--- src/rtl/pattern_and_or_pkg.sv ---
// Shared definitions for the pattern_and_or unit and its driver:
// op encoding, driver FSM states and the default datapath width.
package pattern_and_or_pkg;

  localparam int DEFAULT_WIDTH = 4;

  typedef enum logic [1:0] {
    OP_NOP  = 2'b00,
    OP_AND  = 2'b01,
    OP_OR   = 2'b10,
    OP_BOTH = 2'b11
  } opType;

  typedef enum logic [1:0] {
    IDLE   = 2'b00,
    SETTLE = 2'b01,
    RESP   = 2'b10
  } stateType;

endpackage

--- src/rtl/pattern_and_or_driver_if.sv ---
// Request/response channel between the command fabric (master) and the
// pattern_and_or driver (slave).
interface pattern_and_or_driver_if
  import pattern_and_or_pkg::*;
#(
  parameter int WIDTH = DEFAULT_WIDTH
) ();

  logic             reqValid;
  logic             reqReady;
  logic [1:0]       reqOp;
  logic [WIDTH-1:0] reqA;
  logic [WIDTH-1:0] reqB;
  logic             rspValid;
  logic             rspReady;
  logic [WIDTH-1:0] rspData;
  logic             rspErr;

  modport master (
    output reqValid, reqOp, reqA, reqB, rspReady,
    input  reqReady, rspValid, rspData, rspErr
  );

  modport slave (
    input  reqValid, reqOp, reqA, reqB, rspReady,
    output reqReady, rspValid, rspData, rspErr
  );

endinterface

--- src/rtl/pattern_and_or_checker.sv ---
// Combinational expectation check of one pattern_and_or result against the
// operands and op that produced it.
module pattern_and_or_checker
  import pattern_and_or_pkg::*;
#(
  parameter int WIDTH = DEFAULT_WIDTH
) (
  input  opType            op,
  input  logic [WIDTH-1:0] a,
  input  logic [WIDTH-1:0] b,
  input  logic [WIDTH-1:0] unitOut,
  input  logic             unitIsAnd,
  output logic             mismatch
);

  // 4-state compares so an X/Z on any checked bit flags a mismatch.
  // isAnd is only meaningful after AND; OR leaves it stale, NOP/BOTH leave it X.
  always_comb begin
    mismatch = 1'b0;
    case (op)
      OP_AND:  mismatch = (unitOut !== (a & b)) || (unitIsAnd !== 1'b1);
      OP_OR:   mismatch = (unitOut !== (a | b));
      default: mismatch = (unitOut !== '0);
    endcase
  end

endmodule

--- src/rtl/pattern_and_or_driver.sv ---
// Initiator-side sequencer for one pattern_and_or unit: accepts a request,
// drives the unit for a settle cycle, samples and checks the result, responds.
module pattern_and_or_driver
  import pattern_and_or_pkg::*;
#(
  parameter int WIDTH     = DEFAULT_WIDTH,
  parameter int ERR_CNT_W = 8
) (
  input  logic                 clk,
  input  logic                 rstN,
  pattern_and_or_driver_if.slave bus,
  output logic [WIDTH-1:0]     aIn,
  output logic [WIDTH-1:0]     bIn,
  output logic                 doAnd,
  output logic                 doOr,
  input  logic [WIDTH-1:0]     unitOut,
  input  logic                 unitIsAnd,
  output logic [ERR_CNT_W-1:0] errCount
);

  stateType         state;
  stateType         nextState;
  opType            opReg;
  logic             alive;
  logic             accept;
  logic             finishSettle;
  logic             mismatch;
  logic [WIDTH-1:0] rspDataReg;
  logic             rspErrReg;

  always_ff @(posedge clk or negedge rstN) begin
    if (!rstN) state <= IDLE;
    else       state <= nextState;
  end

  // Keeps reqReady low while in reset even though the state is already IDLE.
  always_ff @(posedge clk or negedge rstN) begin
    if (!rstN) alive <= 1'b0;
    else       alive <= 1'b1;
  end

  always_comb begin
    nextState    = state;
    accept       = 1'b0;
    finishSettle = 1'b0;
    bus.reqReady = 1'b0;
    bus.rspValid = 1'b0;
    case (state)
      IDLE: begin
        bus.reqReady = alive;
        if (alive && bus.reqValid) begin
          accept    = 1'b1;
          nextState = SETTLE;
        end
      end
      SETTLE: begin
        finishSettle = 1'b1;
        nextState    = RESP;
      end
      RESP: begin
        bus.rspValid = 1'b1;
        if (bus.rspReady) nextState = IDLE;
      end
      default: nextState = IDLE;
    endcase
  end

  // Unit lines are live only during SETTLE; idle (all zero) otherwise.
  always_ff @(posedge clk or negedge rstN) begin
    if (!rstN) begin
      aIn   <= '0;
      bIn   <= '0;
      doAnd <= 1'b0;
      doOr  <= 1'b0;
      opReg <= OP_NOP;
    end else if (accept) begin
      aIn   <= bus.reqA;
      bIn   <= bus.reqB;
      doAnd <= bus.reqOp[0];
      doOr  <= bus.reqOp[1];
      opReg <= opType'(bus.reqOp);
    end else if (finishSettle) begin
      aIn   <= '0;
      bIn   <= '0;
      doAnd <= 1'b0;
      doOr  <= 1'b0;
    end
  end

  pattern_and_or_checker #(
    .WIDTH(WIDTH)
  ) resultChecker (
    .op       (opReg),
    .a        (aIn),
    .b        (bIn),
    .unitOut  (unitOut),
    .unitIsAnd(unitIsAnd),
    .mismatch (mismatch)
  );

  // Response registers only load at the end of SETTLE, so they stay stable in RESP.
  always_ff @(posedge clk or negedge rstN) begin
    if (!rstN) begin
      rspDataReg <= '0;
      rspErrReg  <= 1'b0;
      errCount   <= '0;
    end else if (finishSettle) begin
      rspDataReg <= unitOut;
      rspErrReg  <= mismatch;
      if (mismatch && (errCount != '1)) errCount <= errCount + ERR_CNT_W'(1);
    end
  end

  assign bus.rspData = rspDataReg;
  assign bus.rspErr  = rspErrReg;

endmodule

--- src/flat_wrapper.sv ---
// flat-port wrapper written by rule: the top's interface ports become plain ports
module pattern_and_or_driver_flat import pattern_and_or_pkg::*;
#(
  parameter int WIDTH     = DEFAULT_WIDTH,
  parameter int ERR_CNT_W = 8
)
  (clk, rstN, aIn, bIn, doAnd, doOr, unitOut, unitIsAnd, errCount, bus_reqValid, bus_reqOp, bus_reqA, bus_reqB, bus_rspReady, bus_reqReady, bus_rspValid, bus_rspData, bus_rspErr);
  pattern_and_or_driver_if #(.WIDTH(WIDTH)) bus_i ();
  input  logic clk;
  input  logic rstN;
  output logic [WIDTH-1:0] aIn;
  output logic [WIDTH-1:0] bIn;
  output logic doAnd;
  output logic doOr;
  input  logic [WIDTH-1:0] unitOut;
  input  logic unitIsAnd;
  output logic [ERR_CNT_W-1:0] errCount;
  input wire logic [$bits(bus_i.reqValid)-1:0] bus_reqValid;
  input wire logic [$bits(bus_i.reqOp)-1:0] bus_reqOp;
  input wire logic [$bits(bus_i.reqA)-1:0] bus_reqA;
  input wire logic [$bits(bus_i.reqB)-1:0] bus_reqB;
  input wire logic [$bits(bus_i.rspReady)-1:0] bus_rspReady;
  output wire logic [$bits(bus_i.reqReady)-1:0] bus_reqReady;
  output wire logic [$bits(bus_i.rspValid)-1:0] bus_rspValid;
  output wire logic [$bits(bus_i.rspData)-1:0] bus_rspData;
  output wire logic [$bits(bus_i.rspErr)-1:0] bus_rspErr;
  assign bus_i.reqValid = bus_reqValid;
  assign bus_i.reqOp = bus_reqOp;
  assign bus_i.reqA = bus_reqA;
  assign bus_i.reqB = bus_reqB;
  assign bus_i.rspReady = bus_rspReady;
  assign bus_reqReady = bus_i.reqReady;
  assign bus_rspValid = bus_i.rspValid;
  assign bus_rspData = bus_i.rspData;
  assign bus_rspErr = bus_i.rspErr;
  pattern_and_or_driver #(.WIDTH(WIDTH), .ERR_CNT_W(ERR_CNT_W)) u_core (.clk(clk), .rstN(rstN), .bus(bus_i), .aIn(aIn), .bIn(bIn), .doAnd(doAnd), .doOr(doOr), .unitOut(unitOut), .unitIsAnd(unitIsAnd), .errCount(errCount));
endmodule
--- config.mk ---
export PLATFORM = sky130hd
export DESIGN_NAME = pattern_and_or_driver_flat
export DESIGN_NICKNAME = d
export VERILOG_FILES = /design/src/rtl/pattern_and_or_pkg.sv /design/src/rtl/pattern_and_or_driver_if.sv /design/src/rtl/pattern_and_or_checker.sv /design/src/rtl/pattern_and_or_driver.sv /design/src/flat_wrapper.sv
export SDC_FILE = /design/constraint.sdc
export NUM_CORES = 1
export LEC_CHECK = 0
export ABC_AREA = 1
export CORE_UTILIZATION = 40
export DETAILED_ROUTE_END_ITERATION = 16
export PLACE_DENSITY = 0.67
export SYNTH_ARGS = -nofsm -noshare
export SYNTH_HDL_FRONTEND = slang
export SYNTH_SLANG_ARGS = --single-unit
--- constraint.sdc ---
create_clock -name clk -period 2.05 [get_ports clk]
set_clock_uncertainty 0.15 [all_clocks]
set_input_delay 0.205 -clock clk [delete_from_list [all_inputs] [get_ports clk]]
set_output_delay 0.205 -clock clk [all_outputs]
set_load 0.02 [all_outputs]
==> impl_metrics.yaml, run 1 <==
setup_path:
  cp-start-kind: "flip-flop"
  endpoint_kind: "output port"
  setup.worst_path.class: "reg2out"
  worstReg2RegEnd: "u_core.errCount[5]"
  critPathMaxFanout: 2
  r2r_start: "u_core.opReg[0]"
  startpoint: "u_core.state[0]"
  crit_required_ps: 1690
  arrival_ps: 1520
  reg2reg_setup_slack_ps: 310
  ff2ff_path_depth: 9
synthesis:
  ys_async_sr_fraction_pct: 100
  synth_area_um2: 1430
  ys_ff_latch: 28
  netlist_instances: 181
  synth.area.top_cells: "dfrtp_1 49%, nand2_1 16%, o21ai_0 6.7%"
  yosysMostFrequentCell: "nand2_1"
  avgSynthCellArea_um2: 7.89
  yosysTopAreaCell: "dfrtp_1"
  synth_common_cells: "60 x nand2_1, 28 x dfrtp_1, 20 x inv_1"
  synthesis.nets: 201
  synth_top_family_by_area: "simple AND/OR/NAND/NOR gates"
  synth_compound_area_share_pct: 7.54
  yosysWarnings: 0
  muxShareOfSynthArea_pct: 0
  synthDistinctLibCells: 25
  synth_top_area_share_pct: 49.1
  yosys.area_share.simple_pct: 32.4
  synth_adder_area_share_pct: 0.876
  synth_edf_count: 0
  yosysSeqAreaShare_pct: 49.1
  ys.flop_type: "dfrtp_1"
  synth_xor_area_share_pct: 2.45
detailed_routing:
  wire_per_inst_um: 11.7
  viasPerCell: 4.72
  via_count: 1293
  ant_nets: 0
  route.detailed.drc: 0
  first_pass_iters: 4
  totalWireLength_um: 3200
  drtIter0Drc: 46
floorplan:
  dieArea_um2: 3810
  num_rows: 21
  die_y_um: 61.7
  start_util_pct: 42.1
  core_area_um2: 3390
  ios: 44
  die_w_um: 61.7
clock_tree:
  path_clk_slew_ps: 150
  cts_root_buffer: "clkbuf_4"
  cts_tree: "done"
  clk_path_buf_depth: 2
  clock_sinks: 28
  clkLatencyLatePin_ps: 330
  cts_buffers: 3
  htreeDepth: 1
  postCtsHoldBufs: 0
  cts_setup_buffers: 0
placement:
  place_ws_ps: 154
  port_buffers: 43
  dpl.hpwl_um: 2410
  place_congestion: 0.828
grt:
  antenna_found_initial: 0
  grtUsageTotal_pct: 19.5
  grt-ovfl-total: 0
  grt_pass1_wl_um: 5410
  first_global_vias: 1255
  grt_max_degree: 29
sta:
  hold_viol_final: 0
  min_period_ps: 1870
  grt_setup_unrepaired: "false"
  setup_viol: 0
  fin_crit_sh_pct: 91.4
  fmax_mhz: 534
  fin_tns_setup_ps: 0
  fin_ws_ps: 176
  slew_violations: 0
pwr:
  p_leak_nw: 0.940
  p_clk_share_pct: 19.5
  power_density_nw_per_um2: 952
  combPwrFrac_pct: 38.1
  ir_drop_v: 0.000368
  p_seq_share_pct: 42.4
  internal-power_w: 0.00120
  p_switching_w: 0.000672
  switching_share_pct: 35.9
job:
  maxCapViolCount: 0
cells_and_area:
  final_nets: 249
  num_antenna_cells: 0
  drive_gt1_share_pct: 7.02
  area_growth_pct: 37.8
outcome:
  run_status: "finished, final reports clean"
min_path:
  min_path_type: "in2async"
-- power by group through the flow --
stage	Clock (W)	Combinational, W	Sequential, W
after CTS	0.000377	0.000721	0.000794
after global routing	0.000405	0.000794	0.000812
after global placement	0	0.000708	0.000797
after floorplan	0	0.000255	0.000919
final	0.000365	0.000713	0.000795
after detailed placement	0	0.000721	0.000804
-- cell families (layout without fill, tap and decap cells) --
| logic type | after synthesis | after routing |
|---|---|---|
| buffers and inverters | 25 | 72 |
| adders and majority gates | 1 | 1 |
| AOI/OAI and AO/OA | 21 | 21 |
| DFF | 28 | 28 |
| other | 1 | 1 |
| and+or+nand+nor | 101 | 101 |
| xor gates and xnor gates | 4 | 4 |
-- per-stage QoR --
step	util (%)	std cells	total power [W]	hold WS (ps)	area [um2]
floorplan	-	181	0.00117	-241	1430
global placement	56.5	270	0.00150	318	1920
detailed placement	56.5	270	0.00153	322	1920
CTS	58.0	274	0.00189	88.9	1970
global route	58.0	274	0.00201	86.1	1970
finish	58.0	274	0.00187	86.2	1970
-- worst max path at each step --
stage	end	slack [ps]	cells past startpoint
2_1_floorplan	u_core.aIn[0]	210	4
5_1_grt	bus_rspValid	40	4
3_5_place_dp	u_core.errCount[5]	150	11
6_report	bus_rspValid	180	4
3_3_place_gp	u_core.errCount[0]	200	11
4_1_cts	bus_rspValid	150	4
-- routing by layer --
metal  track usage (%)  vias up  share of wire [%]  wire length, um
met5                 0        -                  0                0
met4              7.62        0               0.62               20
met3              2.69        2                3.2              102
met2              32.3       37                 48             1550
met1              25.9      581                 48             1530
li1                  -      673                  -                -
-- layout make-up --
type / instances / area (um2)
fill: 298 / 1420
multi-input combinational: 128 / 622
tap: 46 / 57.6
clock buffer: 3 / 22.5
clock inverter: 1 / 30.0
timing repair buffer: 46 / 452
inverter: 22 / 82.6
sequential: 28 / 701
-- repair_timing --
item / 4_1_cts / 5_1_grt
hold endpoints to repair: 0 / 0
gates resized for setup: 1 / 0
endpoints found under the setup margin: 1 / 0
-- worst max-delay path, cell delays in order, from the launching register on --
cell             delay [ps]
dfrtp_1                 420
inv_1                    80
nand2_1                  60
inv_1                    50
clkdlybuf4s50_1         580
-- sequential cells by signal, indices dropped and copies added, names as in the netlist --
signal and cells:
u_core.bIn 4, u_core.alive 1, u_core.bus.rspErr 1, u_core.bus.rspData 4
u_core.doOr 1, u_core.state 2, u_core.errCount 8, u_core.aIn 4
u_core.opReg 2, u_core.doAnd 1
-- layout by cell type (no fill, tap or decap), types with 3 or more instances in the layout --
master / count
buf_4: 3
dfrtp_1: 28
nand3_1: 15
inv_1: 20
nor2_1: 8
nand4_1: 7
o21ai_0: 19
nand2_1: 60
clkdlybuf4s50_1: 42
clkbuf_4: 3
nand3_2: 4
Note: power is estimated with default switching activity, not from simulation.
==> run 2: changes to the inputs <==
--- a/config.mk
+++ b/config.mk
@@ -7,6 +7,7 @@
 export LEC_CHECK = 0
 export ABC_AREA = 1
 export CORE_UTILIZATION = 40
+export CTS_CLUSTER_DIAMETER = 200
 export DETAILED_ROUTE_END_ITERATION = 16
 export PLACE_DENSITY = 0.67
 export SYNTH_ARGS = -nofsm -noshare
==> results of run 2 <==
No change in the layout: final DEF, timing and power equal those of run 1.
==> run 3: changes to the inputs <==
--- a/config.mk
+++ b/config.mk
@@ -6,6 +6,7 @@
 export NUM_CORES = 1
 export LEC_CHECK = 0
 export ABC_AREA = 1
+export CORE_MARGIN = 5
 export CORE_UTILIZATION = 40
 export CTS_CLUSTER_DIAMETER = 200
 export DETAILED_ROUTE_END_ITERATION = 16
==> run 3 against run 2 <==
Against the previous run: combinational power rose by 0.6%; critical path depth stayed put; power is 0.37% higher; critical path type unchanged; sequential power about the same.
==> impl_metrics.yaml, run 3 (synthesis results as in run 1) <==
outcome:
  run_status: "finished, final reports clean"
setup_path:
  reg2reg_setup_slack_ps: 310
  ff2ff_path_depth: 9
  crit_path_top_delay_cell: "clkdlybuf4s50_1"
  endpoint_kind: "output port"
  crit_required_ps: 1690
  critPathMaxFanout: 2
  arrival_ps: 1530
  cp_common_cell: "inv_1"
  r2r_start: "u_core.opReg[0]"
  slowest_delay_ps: 590
  cp-start-kind: "flip-flop"
  crit_chain: "inv_1 -> nand2_1 -> inv_1 -> clkdlybuf4s50_1"
  setup.worst_path.class: "reg2out"
  worstReg2RegEnd: "u_core.errCount[4]"
clock_tree:
  clk_path_buf_depth: 2
  clock_sinks: 28
  cts_root_buffer: "clkbuf_4"
  postCtsHoldBufs: 0
  cts_tree: "done"
  clkLatencyLatePin_ps: 330
  htreeDepth: 1
  post_cts_resized: 0
  cts_setup_buffers: 0
  cts_buffers: 3
  path_clk_slew_ps: 160
sta:
  setup_viol: 0
  holdWs_ps: 75.4
  fin_crit_sh_pct: 91.8
  slew_violations: 0
  hold_viol_final: 0
  min_period_ps: 1880
  fmax_mhz: 531
  grt_setup_unrepaired: "false"
  fin_tns_setup_ps: 0
cells_and_area:
  regMostFlops: "u_core.errCount"
  area_growth_pct: 38.0
  layout_commonest_cell: "nand2_1"
  drive_gt1_share_pct: 7.02
  largest_register_ffs: 8
  most-common-layout-cells: "60 x nand2_1, 42 x clkdlybuf4s50_1, 28 x dfrtp_1, 20 x inv_1, 19 x o21ai_0"
  num_antenna_cells: 0
  final_nets: 249
  n_fill_cell: 303
  seq_area_um2: 701
  multi_input_area_um2: 622
grt:
  antenna_found_initial: 0
  grt-ovfl-total: 0
  first_global_vias: 1270
  grt_max_degree: 29
  grt_pass1_wl_um: 5640
  grtUsageTotal_pct: 13.9
placement:
  dpl.hpwl_um: 2620
  place_congestion: 0.849
  port_buffers: 43
detailed_routing:
  drtIter0Drc: 59
  first_pass_iters: 4
  ant_nets: 0
  via_count: 1299
  viasPerCell: 4.74
  route.detailed.drc: 0
  wire_per_inst_um: 12.4
  totalWireLength_um: 3390
floorplan:
  core_area_um2: 3390
  num_rows: 21
  start_util_pct: 42.1
  die_w_um: 69.7
  die_y_um: 69.7
  dieArea_um2: 4860
  ios: 44
min_path:
  min_path_type: "in2async"
pwr:
  power_density_nw_per_um2: 954
  ir_drop_v: 0.000373
  p_leak_nw: 0.950
job:
  maxCapViolCount: 0
## run 3: cell count changes in the layout (fill, tap and decap cells not counted), sizes merged
cell and change:
dlymetal6s2s +1, dlygate4sd2 -1
## run 3: critical path, delay by kind of cell (launching register included)
family                 cells  cell delay, ps
buffers and inverters      3             710
DFF                        1             420
and+or+nand+nor            1              60
## run 3: layout make-up
class	instances	area share, %
clock buffers	3	1.14
clock inverters	1	1.52
inverters	22	4.19
multi-input cells	128	31.6
flip-flops and latches	28	35.6
well taps	46	2.92
repair buffers	46	23.1
## run 3: report_power, final
group          internal, W  total, W  switching [W]
combinational     0.000330  0.000717       0.000387
sequential        0.000674  0.000792       0.000118
clock             0.000198  0.000371       0.000174
## run 3: worst max path at each step
stage	to	startpoint	depth (start not counted)
global route	bus_rspValid	u_core.state[0]	4
CTS	bus_reqReady	u_core.state[1]	2
global placement	u_core.errCount[0]	unitOut[1]	11
detailed placement	u_core.errCount[4]	unitOut[1]	11
floorplan	u_core.aIn[0]	u_core.state[0]	4
finish	bus_rspValid	u_core.state[0]	4
## run 3: per-layer routing
| layer | global-route usage [%] | vias up | routed length [um] |
|---|---|---|---|
| met5 | 0 | - | 0 |
| met4 | 3.19 | 0 | 13 |
| met3 | 2.46 | 2 | 156 |
| met2 | 24.8 | 28 | 1650 |
| met1 | 17.4 | 598 | 1570 |
| li1 | - | 671 | - |
## run 3: through the flow
step | instances | instance area [um2] | setup slack, ps | util (%) | power, W
2_1_floorplan | 181 | 1430 | 206 | - | 0.00117
3_3_place_gp | 270 | 1920 | 197 | 56.5 | 0.00151
3_5_place_dp | 270 | 1920 | 145 | 56.5 | 0.00153
4_1_cts | 274 | 1970 | 1.72 | 58.1 | 0.00190
5_1_grt | 274 | 1970 | 62.4 | 58.1 | 0.00200
6_report | 274 | 1970 | 168 | 58.1 | 0.00188
==> patch 1: new RTL, config.mk and constraints of run 1 <==
`DEFAULT_WIDTH`: 4 -> 3.
--- a/src/rtl/pattern_and_or_pkg.sv
+++ b/src/rtl/pattern_and_or_pkg.sv
@@ -3,5 +3,5 @@
 package pattern_and_or_pkg;
 
-  localparam int DEFAULT_WIDTH = 4;
+  localparam int DEFAULT_WIDTH = 3;
 
   typedef enum logic [1:0] {
Ports: changed (6 resized); port bits go from 44 to 38. No check against the original RTL was run, so the function may have changed too.
==> patch 1 against run 1 <==
Worst setup slack better by 0.039 ns; critical endpoint unchanged; power fell by 17%; area after synthesis decreased by 9.8%; hold slack gained 0.011 ns; core utilization is 0.90 points lower; critical path depth fell by 2; register-to-register slack improved by 0.06 ns; largest cell class unchanged; sequential cell count is 3 lower; maximum frequency is 2.1% higher; routed wire length is 12% lower; count of clock-buffer cells in the layout is 1 higher; design area is 11% lower.
==> patch 1: results (changes against run 1) <==
stage,metric,value,unit,change
final_layout,nNetsFinal,226,,-9.2%
global_routing,grt_pass1_wl,4980,um,-7.9%
global_routing,grt_pass1_vias,1189,,-5.3%
route,wl_per_cell,11.2,um,-3.9%
placement,portBuffers,37,,-14%
logic_synthesis,ys_types,22,,-12%
global_routing,antenna_found_initial,0,,unchanged
clocking,cts_buffer_depth,2,,unchanged
clocking,clkLatencyLatePin,0.31,ns,-0.02 ns
placement,dp_hpwl,2190,um,-9.4%
logic_synthesis,seq_area_frac_synth,48.6,%,-0.49 points
final_layout,top_register,u_core.errCount,,
setup_path,cp.arrival,1.48,ns,-0.04 ns
clocking,cts_setup_buffers,0,,unchanged
logic_synthesis,synth_area_leaders,"dfrtp_1 49%, nand2_1 18%, nand3_1 6.2%",,
setup_path,cp_max_fo,4,,+2
final_layout,antenna_cells,0,,unchanged
final_layout,drive_gt1_share,8.17,%,+1.2 points
setup_path,reg2reg_from,u_core.errCount[0],,
global_routing,track_usage,18.6,%,-0.84 points
logic_synthesis,synth_commonest_cells,"62 x nand2_1, 25 x dfrtp_1, 17 x inv_1",,
power_and_ir_drop,p_leak,0.000856,uW,-8.9%
route,vias_per_cell,4.74,,+0.41%
final_layout,largest_reg_flops,8,,unchanged
global_routing,grt_max_degree,26,,-10%
logic_synthesis,yosysWarningCount,0,,unchanged
run_status,outcome,"finished, final reports clean",,
clocking,ctsResizeCount,0,,-1
setup_path,cp-startpoint,u_core.state[0],,
logic_synthesis,synth_nets,184,,-8.5%
route,drtIter0Drc,35,,-24%
logic_synthesis,synthFlopType,dfrtp_1,,
power_and_ir_drop,irDropWorstVdd,0.322,mV,-13%
logic_synthesis,synthArstFlopShare,100,%,unchanged
logic_synthesis,syn_inst,167,,-7.7%
final_layout,fin_cells,252,,-8.0%
placement,place_congestion,0.792,,-4.4%
route,drt_pass1_iterations,4,,unchanged
setup_path,critPathCaptureType,output port,,
placement,place_area,0.00172,mm2,-10%
clocking,clkTransAtPathRegs,0.13,ns,-0.02 ns
final_layout,fillers,290,,-2.7%
setup_path,reg2reg_slack,0.37,ns,+0.06 ns
worst_hold_path,hold_path_class,primary input to async pin,,
clocking,h-tree-depth,1,,unchanged
-- patch 1: layout make-up --
class | instances | area (um2) | area share, %
inverter | 19 | 71.3 | 4.09
timing repair buffer | 40 | 395 | 22.7
clock buffer | 4 | 26.3 | 1.51
multi-input combinational | 120 | 571 | 32.7
sequential | 25 | 626 | 35.9
tap | 44 | 55.1 | 3.16
-- patch 1: final timing paths --
kind,to,cells past startpoint
worst max register to register,u_core.errCount[4],7
worst max-delay path,bus_rspValid,2
max in group asynchronous,u_core.errCount[6],2
worst min register to register,u_core.bus.rspErr,2
min in group clk,u_core.aIn[0],3
worst min-delay path,u_core.doOr,2
-- patch 1: where the power goes --
group | internal (uW) | leakage (uW) | total [uW] | switching [uW]
registers | 600 | 0.000322 | 706 | 106
clock network | 75.8 | 0.0000150 | 216 | 140
logic | 289 | 0.000520 | 631 | 343
-- patch 1: logic make-up after synthesis --
kind of cell	Yosys count	synth area share, %
fa+ha+maj	1	0.972
xor+xnor	3	2.04
simple gates	101	35.4
buf+inv	22	7.09
flops	25	48.6
other cells	1	0.291
compound gates	14	5.64
-- patch 1: through the flow --
step / hold WS [ns] / worst slack [ns] / util (%)
2_1_floorplan: -0.241 / 0.424 / -
3_3_place_gp: 0.318 / 0.206 / 56.2
3_5_place_dp: 0.327 / 0.180 / 56.2
4_1_cts: 0.103 / 0.0988 / 57.0
5_1_grt: 0.0918 / 0.106 / 57.1
6_report: 0.0970 / 0.215 / 57.1
-- patch 1: worst max-delay path: stages (launching register included) --
cell             delay [ns]
dfrtp_1                0.44
nor2_1                 0.12
clkdlybuf4s50_1        0.61
-- patch 1: per-layer routing --
metal  vias up  GRT usage (%)  part of all wire (%)
met4         0           5.10                  0.92
li1        608              -                     -
met1       553           24.3                    47
met3         4           3.30                   4.9
met2        29           31.8                    47
met5         -              0                     0
==> patch 2: new RTL, flow settings as in run 1 <==
Made on the original files. Register the output `errCount` once more, with the module's reset; this adds one clock of latency there. The other outputs are not delayed to match.
--- a/src/rtl/pattern_and_or_driver.sv
+++ b/src/rtl/pattern_and_or_driver.sv
@@ -18,4 +18,6 @@
   output logic [ERR_CNT_W-1:0] errCount
 );
+
+  logic [ERR_CNT_W-1:0] errCount_s0;
 
   stateType         state;
@@ -104,9 +106,9 @@
       rspDataReg <= '0;
       rspErrReg  <= 1'b0;
-      errCount   <= '0;
+      errCount_s0 <= '0;
     end else if (finishSettle) begin
       rspDataReg <= unitOut;
       rspErrReg  <= mismatch;
-      if (mismatch && (errCount != '1)) errCount <= errCount + ERR_CNT_W'(1);
+      if (mismatch && (errCount_s0 != '1)) errCount_s0 <= errCount_s0 + ERR_CNT_W'(1);
     end
   end
@@ -115,4 +117,12 @@
   assign bus.rspErr  = rspErrReg;
 
+  always_ff @(posedge clk or negedge rstN) begin
+    if (!rstN) begin
+      errCount <= '0;
+    end else begin
+      errCount <= errCount_s0;
+    end
+  end
+
 endmodule
 
Check against the original RTL: not equivalent (a bounded check fails within 4 cycles, from zero or initial values and one cycle with rstN low).
==> patch 2 against run 1 <==
Design area rose by 14%; routed wire length rose by 0.37%; die area rose by 13%; core utilization rose by 1.2 points; sequential cell count rose by 8; power rose by 23%; worst setup slack got worse by 0.058 ns; critical endpoint is now bus_reqReady; largest cell class unchanged; area after synthesis rose by 13%; critical path type unchanged; hold slack improved by 0.075 ns.
==> patch 2: results (changes against run 1) <==
stage,metric,value,unit,change
final_layout,multi_input_area,612,um2,-1.6%
final_layout,fillers,363,,+22%
route,wirelength,3220,um,+0.37%
route,wl_met3,141,um,+38%
logic_synthesis,synth-xor-area-share,2.16,%,-0.29 points
route,wl_met2,1440,um,-7.4%
route,wl_met1,1600,um,+4.5%
global_routing,grtUsageMet3,4.51,%,+1.8 points
route,drtIter0Drc,72,,+57%
logic_synthesis,synth_commonest_cells,"66 x nand2_1, 36 x dfrtp_1, 21 x inv_1",,
placement,place_inst,284,,+5.2%
logic_synthesis,synth_area_leaders,"dfrtp_1 56%, nand2_1 15%, o21ai_0 4.9%",,
placement,place_congestion,0.823,,-0.62%
logic_synthesis,seq_area_frac_synth,55.6,%,+6.6 points
run_status,outcome,"finished, final reports clean",,
global_routing,grt_max_degree,37,,+28%
placement,dp_hpwl,2330,um,-3.5%
power_and_ir_drop,combPwrFrac,30.7,%,-7.4 points
final_layout,area_share_clock_buf_inv,4.82,%,+2.1 points
global_routing,track_usage,17.5,%,-2.0 points
logic_synthesis,avgSynthCellArea,8.48,um2,+7.5%
clocking,clkTransAtPathRegs,0.07,ns,-0.08 ns
setup_path,slowest_delay,0.65,ns,+0.07 ns
power_and_ir_drop,power_frac_seq,42.7,%,+0.3 points
final_layout,buf_share,20.9,%,-2.0 points
clocking,clkLatencyLatePin,0.29,ns,-0.04 ns
route,vias,1361,,+5.3%
final_layout,nNetsFinal,263,,+5.6%
clocking,ctsResizeCount,0,,-1
global_routing,grt_pass1_vias,1271,,+1.3%
clocking,h-tree-depth,2,,+1
logic_synthesis,synth_compound_area_share,5.41,%,-2.1 points
final_layout,nNonClkBuffers,48,,+4.3%
logic_synthesis,yosys.area_share.adder,0.773,%,-0.10 points
logic_synthesis,synth-seq-cells,36,,+29%
global_routing,grt_pass1_wl,5640,um,+4.2%
power_and_ir_drop,pwr_density_cell,1030,mW/mm2,+8.6%
logic_synthesis,synth_nets,211,,+5.0%
route,vias_per_cell,4.66,,-1.2%
## patch 2: final timing paths
kind                            cells past startpoint                  start               endpoint
max in group asynchronous                           2                   rstN          u_core.bIn[0]
min in group clk                                    0  u_core.errCount_s0[7]     u_core.errCount[7]
worst max register to register                      9        u_core.opReg[0]  u_core.errCount_s0[3]
worst min register to register                      0  u_core.errCount_s0[7]     u_core.errCount[7]
worst min-delay path                                2                   rstN          u_core.bIn[3]
worst max-delay path                                2        u_core.state[1]           bus_reqReady
## patch 2: metrics by stage
step | hold slack (ns) | utilization [%]
after floorplan | -0.241 | -
after global placement | 0.239 | 56.4
after detailed placement | 0.245 | 56.4
after CTS | 0.188 | 59.3
after global routing | 0.223 | 59.3
final | 0.161 | 59.3
## patch 2: worst reg2reg max path, stage by stage (launching register included)
cell and delay, ns:
dfrtp_1 0.44, nor2_4 0.21, nand2_2 0.07, nand2_1 0.06, nand2_1 0.06, nor2_2 0.10
nand3_2 0.24, nand3_2 0.22, nand2_1 0.07, nand2_1 0.06
